<file path="src/rtl/block_emitter_pkg.sv">
// Shared types and constants for the block emitter.
// Op codes, FSM states, word lengths and ASCII values.
package block_emitter_pkg;

  typedef enum logic [1:0] {
    OP_BEGIN  = 2'b00,
    OP_END    = 2'b01,
    OP_FILLER = 2'b10,
    OP_SPACE  = 2'b11
  } op_e;

  typedef enum logic {
    IDLE = 1'b0,
    EMIT = 1'b1
  } state_e;

  localparam logic [2:0] LEN_BEGIN  = 3'd6;
  localparam logic [2:0] LEN_END    = 3'd4;
  localparam logic [2:0] LEN_FILLER = 3'd2;
  localparam logic [2:0] LEN_SPACE  = 3'd1;

  localparam logic [7:0] CH_NUL   = 8'h00;
  localparam logic [7:0] SPACE    = 8'h20;
  localparam logic [7:0] CASE_OFS = 8'h20;
  localparam logic [7:0] CH_LO_A  = 8'h61;
  localparam logic [7:0] CH_LO_Z  = 8'h7A;
  localparam logic [7:0] CH_B     = 8'h62;
  localparam logic [7:0] CH_D     = 8'h64;
  localparam logic [7:0] CH_E     = 8'h65;
  localparam logic [7:0] CH_G     = 8'h67;
  localparam logic [7:0] CH_I     = 8'h69;
  localparam logic [7:0] CH_N     = 8'h6E;
  localparam logic [7:0] CH_X     = 8'h78;

  localparam logic [7:0] DEPTH_MAX = 8'hFF;
  localparam logic [7:0] DEPTH_MIN = 8'h00;

  function automatic logic [2:0] word_len(input op_e op);
    logic [2:0] len;
    len = LEN_SPACE;
    case (op)
      OP_BEGIN:  len = LEN_BEGIN;
      OP_END:    len = LEN_END;
      OP_FILLER: len = LEN_FILLER;
      OP_SPACE:  len = LEN_SPACE;
      default:   len = LEN_SPACE;
    endcase
    return len;
  endfunction

  function automatic logic [7:0] apply_case(
    input logic [7:0] ch,
    input logic       upper
  );
    logic [7:0] res;
    res = ch;
    if (upper && ch >= CH_LO_A && ch <= CH_LO_Z)
      res = ch - CASE_OFS;
    return res;
  endfunction

endpackage

</file>
<file path="src/rtl/block_emitter_char_rom.sv">
// Character table: maps (op, index, upper) to one ASCII character.
// 'last' flags the trailing space of each word.
module block_char_rom
  import block_emitter_pkg::*;
(
  input  op_e        op_i,
  input  logic [2:0] idx_i,
  input  logic       upper_i,
  output logic [7:0] char_o,
  output logic       last_o
);

  logic [7:0] lc;
  logic [2:0] len;

  // Lower-case lookup, then case folding and end-of-word detection
  always_comb begin
    lc  = CH_NUL;
    len = word_len(op_i);
    case (op_i)
      OP_BEGIN: begin
        case (idx_i)
          3'd0:    lc = CH_B;
          3'd1:    lc = CH_E;
          3'd2:    lc = CH_G;
          3'd3:    lc = CH_I;
          3'd4:    lc = CH_N;
          3'd5:    lc = SPACE;
          default: lc = CH_NUL;
        endcase
      end
      OP_END: begin
        case (idx_i)
          3'd0:    lc = CH_E;
          3'd1:    lc = CH_N;
          3'd2:    lc = CH_D;
          3'd3:    lc = SPACE;
          default: lc = CH_NUL;
        endcase
      end
      OP_FILLER: begin
        case (idx_i)
          3'd0:    lc = CH_X;
          3'd1:    lc = SPACE;
          default: lc = CH_NUL;
        endcase
      end
      OP_SPACE: begin
        case (idx_i)
          3'd0:    lc = SPACE;
          default: lc = CH_NUL;
        endcase
      end
      default: lc = CH_NUL;
    endcase
    char_o = apply_case(lc, upper_i);
    last_o = (idx_i == len - 3'd1);
  end

endmodule

</file>
<file path="src/rtl/block_emitter.sv">
// Block emitter: turns BEGIN/END/FILLER/SPACE commands into text.
// Tracks nesting depth with sticky underflow/overflow flags.
module block_emitter
  import block_emitter_pkg::*;
(
  input  logic       clk,
  input  logic       reset,
  input  logic       cmd_valid,
  input  logic [1:0] cmd_op,
  input  logic       cmd_upper,
  output logic       cmd_ready,
  output logic       out_valid,
  output logic [7:0] out_char,
  input  logic       out_ready,
  output logic [7:0] depth,
  output logic       balanced,
  output logic       underflow,
  output logic       overflow
);

  state_e     state_q, state_d;
  op_e        op_q, op_d;
  logic       upper_q, upper_d;
  logic [2:0] idx_q, idx_d;
  logic [7:0] depth_q, depth_d;
  logic       under_q, under_d;
  logic       over_q, over_d;

  logic [7:0] rom_char;
  logic       rom_last;
  logic       accept;
  logic       out_hs;

  block_char_rom u_rom (
    .op_i    (op_q),
    .idx_i   (idx_q),
    .upper_i (upper_q),
    .char_o  (rom_char),
    .last_o  (rom_last)
  );

  assign accept = cmd_valid && (state_q == IDLE);
  assign out_hs = (state_q == EMIT) && out_ready;

  // State register and latched command fields
  always_ff @(posedge clk or posedge reset) begin
    if (reset) begin
      state_q <= IDLE;
      op_q    <= OP_BEGIN;
      upper_q <= 1'b0;
      idx_q   <= 3'd0;
    end else begin
      state_q <= state_d;
      op_q    <= op_d;
      upper_q <= upper_d;
      idx_q   <= idx_d;
    end
  end

  // Next state, char index and handshake outputs
  always_comb begin
    state_d   = state_q;
    op_d      = op_q;
    upper_d   = upper_q;
    idx_d     = idx_q;
    cmd_ready = 1'b0;
    out_valid = 1'b0;
    out_char  = CH_NUL;
    case (state_q)
      IDLE: begin
        cmd_ready = 1'b1;
        if (cmd_valid) begin
          op_d    = op_e'(cmd_op);
          upper_d = cmd_upper;
          idx_d   = 3'd0;
          state_d = EMIT;
        end
      end
      EMIT: begin
        out_valid = 1'b1;
        out_char  = rom_char;
        if (out_hs) begin
          if (rom_last) begin
            idx_d   = 3'd0;
            state_d = IDLE;
          end else begin
            idx_d = idx_q + 3'd1;
          end
        end
      end
      default: begin
        state_d = IDLE;
        idx_d   = 3'd0;
      end
    endcase
  end

  // Depth and sticky error flags
  always_ff @(posedge clk or posedge reset) begin
    if (reset) begin
      depth_q <= DEPTH_MIN;
      under_q <= 1'b0;
      over_q  <= 1'b0;
    end else begin
      depth_q <= depth_d;
      under_q <= under_d;
      over_q  <= over_d;
    end
  end

  // Saturating depth update at command acceptance
  always_comb begin
    depth_d = depth_q;
    under_d = under_q;
    over_d  = over_q;
    if (accept) begin
      case (op_e'(cmd_op))
        OP_BEGIN: begin
          if (depth_q == DEPTH_MAX) over_d = 1'b1;
          else depth_d = depth_q + 8'd1;
        end
        OP_END: begin
          if (depth_q == DEPTH_MIN) under_d = 1'b1;
          else depth_d = depth_q - 8'd1;
        end
        default: depth_d = depth_q;
      endcase
    end
  end

  assign depth     = depth_q;
  assign underflow = under_q;
  assign overflow  = over_q;
  assign balanced  = (depth_q == DEPTH_MIN) && !under_q && !over_q;

endmodule

</file>
<file path="config.mk">
export PLATFORM = sky130hd
export DESIGN_NAME = block_emitter
export DESIGN_NICKNAME = d
export VERILOG_FILES = /design/src/rtl/block_emitter_pkg.sv /design/src/rtl/block_emitter_char_rom.sv /design/src/rtl/block_emitter.sv
export SDC_FILE = /design/constraint.sdc
export NUM_CORES = 1
export LEC_CHECK = 0
export BUFFER_PORTS_ARGS = -buffer_cell sky130_fd_sc_hd__buf_2
export CORE_UTILIZATION = 48
export CTS_CLUSTER_DIAMETER = 50
export DETAILED_ROUTE_END_ITERATION = 10
export GPL_TIMING_DRIVEN = 0
export PLACE_DENSITY = 0.77
export SKIP_CTS_REPAIR_TIMING = 1
export SYNTH_ARGS = -nofsm -noshare
export SYNTH_HDL_FRONTEND = slang
export SYNTH_HIERARCHICAL = 1
export SYNTH_SLANG_ARGS = --single-unit
export TNS_END_PERCENT = 5
</file>
<file path="constraint.sdc">
create_clock -name clk -period 2.3 [get_ports clk]
set_clock_uncertainty 0.2 [all_clocks]
set_input_delay 0.575 -clock clk [delete_from_list [all_inputs] [get_ports clk]]
set_output_delay 0.575 -clock clk [all_outputs]
set_load 0.005 [all_outputs]
</file>
# After elaboration in Yosys (flattened, before gate mapping)
# Index checks and enable logic that the tools add are counted.
[word_totals]
reg_bits = 17
input_bits = 7
elab_cells = 69
[classes]
n_addsub = 5
magnitude_cmp = 2
n_eq_ne = 15
n_mux = 21
n_bitwise = 1
n_reduce_logical = 18
[ops]
columns = ["op", "n"]
rows = [
  ["7-bit case mux with 6 select lines", 1],
  ["8-bit 2-to-1 mux", 4],
  ["8-bit case mux with 4 select lines", 1],
  ["7-bit case mux with 4 select lines", 1],
  ["8-bit case mux with 2 select lines", 1],
  ["7-bit case mux with 2 select lines", 1],
  ["3-bit case mux with 4 select lines", 1],
  ["3-bit 2-to-1 mux", 3],
  ["8-bit by 1-bit adder with 8-bit output (second input constant)", 1],
  ["8-bit == test (second input constant)", 1],
  ["8-bit by 7-bit greater-or-equal comparator with 1-bit output (second input constant)", 1],
  ["8-bit by 7-bit <= comparator with 1-bit output (second input constant)", 1],
  ["8-bit zero test", 1],
  ["8-bit by 1-bit subtractor with 8-bit output (second input constant)", 1],
  ["8-bit by 6-bit subtractor with 8-bit output (second input constant)", 1],
  ["3-bit by 2-bit == test with 1-bit output (second input constant)", 2],
  ["3-bit == test (second input constant)", 2],
  ["1-bit logical AND", 6],
  ["6-bit 2-to-1 mux", 1],
  ["2-bit != test (second input constant)", 3],
  ["3-bit case mux with 2 select lines", 1],
  ["3-bit AND reduction", 2],
  ["1-bit 2-to-1 mux", 5],
  ["2-bit by 1-bit == test with 1-bit output (second input constant)", 2],
  ["other kinds (14)", 18],
]

# Logic depth before layout (Yosys ltp)
[logic_depth]
word_depth = 8
ltp_mapped = 8
ltp_nobuf = 7

# Cells and area by module
# Netlist, hierarchy kept.
[by_module_without_submodules]
columns = ["module", "instances", "cells_each", "area_each_um2", "seq_area_each_um2"]
rows = [
  ["block_emitter", 1, 97, 958.4, 425.4],
  ["block_char_rom", 1, 47, 324.1, 0.0],
]

# Least setup slack after synthesis
# OpenSTA, ideal clock, no wires.
[synth_path]
path_kind = "register to output"
startpoint = "register idx_q[0]"
endpoint = "output out_char[6]"
arrival_ps = 1574
required_ps = 1525
path_slack_ps = -49
stages_incl_launch_ff = 8
n_path_buf = 1
path_cell_list = "dfrtp_1 > buf_6 > nor4_1 > a211o_1 > inv_2 > ha_1 > a21oi_2 > and2_1"
[synth_via]
elab_chain_len = 8
[synth_rtl]
columns = ["element", "line", "rtl"]
rows = [
  ["start: declaration", "block_emitter.sv:24", "logic [2:0] idx_q, idx_d;"],
  ["start signal: assignment", "block_emitter.sv:56", "idx_q <= idx_d;"],
  ["3-bit == test, or another cell as far along", "block_emitter_char_rom.sv:22", "case (idx_i)"],
  ["7-bit case mux with 6 select lines, or another cell as far along", "block_emitter_char_rom.sv:22", ""],
  ["8-bit case mux with 4 select lines (*)", "block_emitter_char_rom.sv:20", "case (op_i)"],
  ["8-bit by 7-bit greater-or-equal comparator with 1-bit output", "block_emitter_pkg.sv:57", "if (upper && ch >= CH_LO_A && ch <= CH_LO_Z)"],
  ["1-bit logical AND (2 in series)", "block_emitter_pkg.sv:57", ""],
  ["8-bit 2-to-1 mux (*)", "block_emitter_pkg.sv:57", ""],
  ["named net rom_char[6]", "block_emitter.sv:29", "logic [7:0] rom_char;"],
  ["8-bit 2-to-1 mux (*)", "block_emitter.sv:69", "case (state_q)"],
  ["end: declaration", "block_emitter.sv:13", "output logic [7:0] out_char,"],
]
# The timed path passes the listed nets; every way through them passes the cells marked *. The select of a mux whose other input is x is not followed.

# Worst setup path after layout
[layout_path]
startpoint = "register idx_q[1]"
endpoint = "output out_char[6]"
# Same word-level chain as after synthesis.

==> impl_metrics.ini <==
[status]
outcome = finished with violations
violations = setup timing

[routing]
drt_pass1_iterations = 4
wl_per_cell_microns = 12.6
num_vias = 1213
wirelength_microns = 2780
ant_nets = 0
drc = 0
first_iter_violations = 14
viasPerCell = 5.51

[pwr]
clkPwrFrac_pct = 6.7
swShare_pct = 41.6
p_switching_mw = 0.970
fin_total_pwr_mw = 2.33
pwr-share-seq_pct = 25.5
p_int_mw = 1.36
p_leak_nw = 0.817
combPwrFrac_pct = 67.8
irDropWorstVdd_mv = 0.827
p_per_area_nw_per_um2 = 1370

[setup_path]
setup.worst_path.start_class = flip-flop
crit_path_max_fanout = 6
required_ns = 1.52
path_class = flip-flop to output pin
worstSetupEndpointType = output pin
arrival_ns = 1.92

[clock_network]
cts_max_path_buffers = 2
cts.sinks = 17
clkLatencyLatePin_ns = 0.29
cts_htree_levels = 1
cts_root_buf = clkbuf_4
clkTransAtPathRegs_ns = 0.09
cts_made_buffers = 3
cts_tree = done

[die]
fp.coreArea_sq_um = 2500
io_pins = 28
dieArea_sq_um = 2880
start_util_pct = 51.3
die_y_microns = 53.7
placementRows = 18
die_w_microns = 53.7

[logic_synthesis]
synth_cells = 144
synth_top_area_cell = dfrtp_1
synth_area_per_cell_sq_um = 8.91
yosysWarningCount = 6
synth_cell_types = 51
syn-cell-area_sq_um = 1280
yosys-top-cells-area = dfrtp_1, and2_1, nor2_1
synth_nets = 154
synth_edf_count = 0
synth.ff_latch_count = 17
synth_top_area_share_pct = 33.2
yosysSeqAreaShare_pct = 33.2
synthArstFlopShare_pct = 100
yosys_most_used_dff = dfrtp_1

[sta]
rsz0062_at_grt = yes
period_needed_ns = 2.70
setup_slack_ns = -0.398
max_freq_mhz = 371
max-slew-margin-rel_pct = 58.4
drv_slew = 0
holdWs_ns = 0.151
hold_viol_final = 0
tightest_slew_ns = 0.623
fin_crit_sh_pct = 117
setup-violations-final = 8

[layout]
instances_no_fill = 220
antenna_cells = 0
drive_gt1_share_pct = 40.5
num-fill-cells = 200
fin_util_pct = 67.9
multi_input_area_sq_um = 857
regArea_sq_um = 429
syn_to_final_growth_pct = 32.3
fin_nets = 201

[global_route]
grt_usage_pct = 20.1
grt_start_max_net_pins = 18
grt_pass1_wl_microns = 4280
grt_pass1_vias = 996
grt-ovfl-total = 0
antenna_found_initial = 0

[run]
cap_viol_max_count = 0

[placement]
gp_congestion = 0.740
dp_cells = 201
port_buffers = 27
hpwl_microns = 1960

[hold_path]
hold_path_class = input pin to async pin
[sequential cells by signal, indices dropped and copies added (netlist names)]
register	cells
upper_q	1
state_q	1
overflow	1
underflow	1
op_q	2
idx_q	3
depth	8
[cell type report]
type | instances | share of cell area [%]
Tap cell | 30 | 2.21
Multi-Input combinational cell | 114 | 50.5
Sequential cell | 17 | 25.3
Buffer | 9 | 4.28
Inverter | 4 | 0.885
Timing Repair Buffer | 42 | 15.3
Clock buffer | 4 | 1.55
[final timing paths]
kind,from,endpoint,slack (ns),cells past startpoint
hold reg to reg,overflow,overflow,0.29,1
max in group asynchronous,reset,idx_q[1],1.31,2
min in group clk,overflow,overflow,0.29,1
hold / removal,reset,op_q[0],0.15,2
setup reg to reg,idx_q[1],idx_q[2],0.32,8
setup / recovery,idx_q[1],out_char[6],-0.40,8
[cell usage in the layout (no fill, tap or decap), types with 4 or more instances in the layout]
cell type / instances
a21oi_1: 7
and2_1: 8
buf_2: 28
buf_4: 12
buf_6: 8
clkbuf_1: 4
dfrtp_1: 14
nand2_1: 7
nor2_1: 15
nor2b_1: 4
o21ai_0: 8
xor2_1: 6
[cell families after synthesis]
group,Yosys count,synth area share (%)
and+or+nand+nor,65,30.9
AOI/OAI and AO/OA,33,17.7
DFF,17,33.2
buffers and inverters,13,5.27
xor gates and xnor gates,8,5.46
muxes,5,4.58
adders and majority gates,3,2.93
[power groups by stage]
stage | Combinational, mW | Sequential [mW] | Clock (mW)
global placement | 1.23 | 0.583 | 0
global route | 1.77 | 0.612 | 0.175
detailed placement | 1.27 | 0.597 | 0
finish | 1.58 | 0.595 | 0.156
floorplan | 0.936 | 0.562 | 0
CTS | 1.28 | 0.590 | 0.161
[stage by stage]
step	worst slack (ns)	TNS [ns]	cell area (sq um)
after floorplan	0.0444	0	1320
after global placement	-0.132	-0.393	1490
after detailed placement	-0.170	-0.523	1490
after CTS	-0.498	-1.83	1520
after global routing	-0.486	-2.41	1700
final	-0.398	-1.52	1700
[synthesized netlist by cell type (3+ instances only)]
cell type  instances
dfrtp_1           17
nor2_1            15
and2_1             9
o21ai_0            8
a21oi_1            7
nand2_1            7
xor2_1             6
nor4_1             5
nor2b_1            4
nor3b_1            4
buf_2              3
clkbuf_1           3
ha_1               3
inv_1              3
mux2_2             3
nor3_1             3
o21bai_1           3
[critical path, cell delays in order, from the launching register on]
cell	delay (ns)
dfrtp_2	0.45
buf_6	0.14
nor4_4	0.24
a211o_1	0.17
inv_2	0.06
ha_4	0.26
a21oi_2	0.04
and2_1	0.15
buf_2	0.12
[routing by layer]
layer | GRT usage (%) | wire [microns]
met2 | 35.0 | 1410
met3 | 1.69 | 84
met1 | 25.8 | 1240
met5 | 0 | 0
met4 | 6.58 | 38
Note: power is estimated with default switching activity, not from simulation.
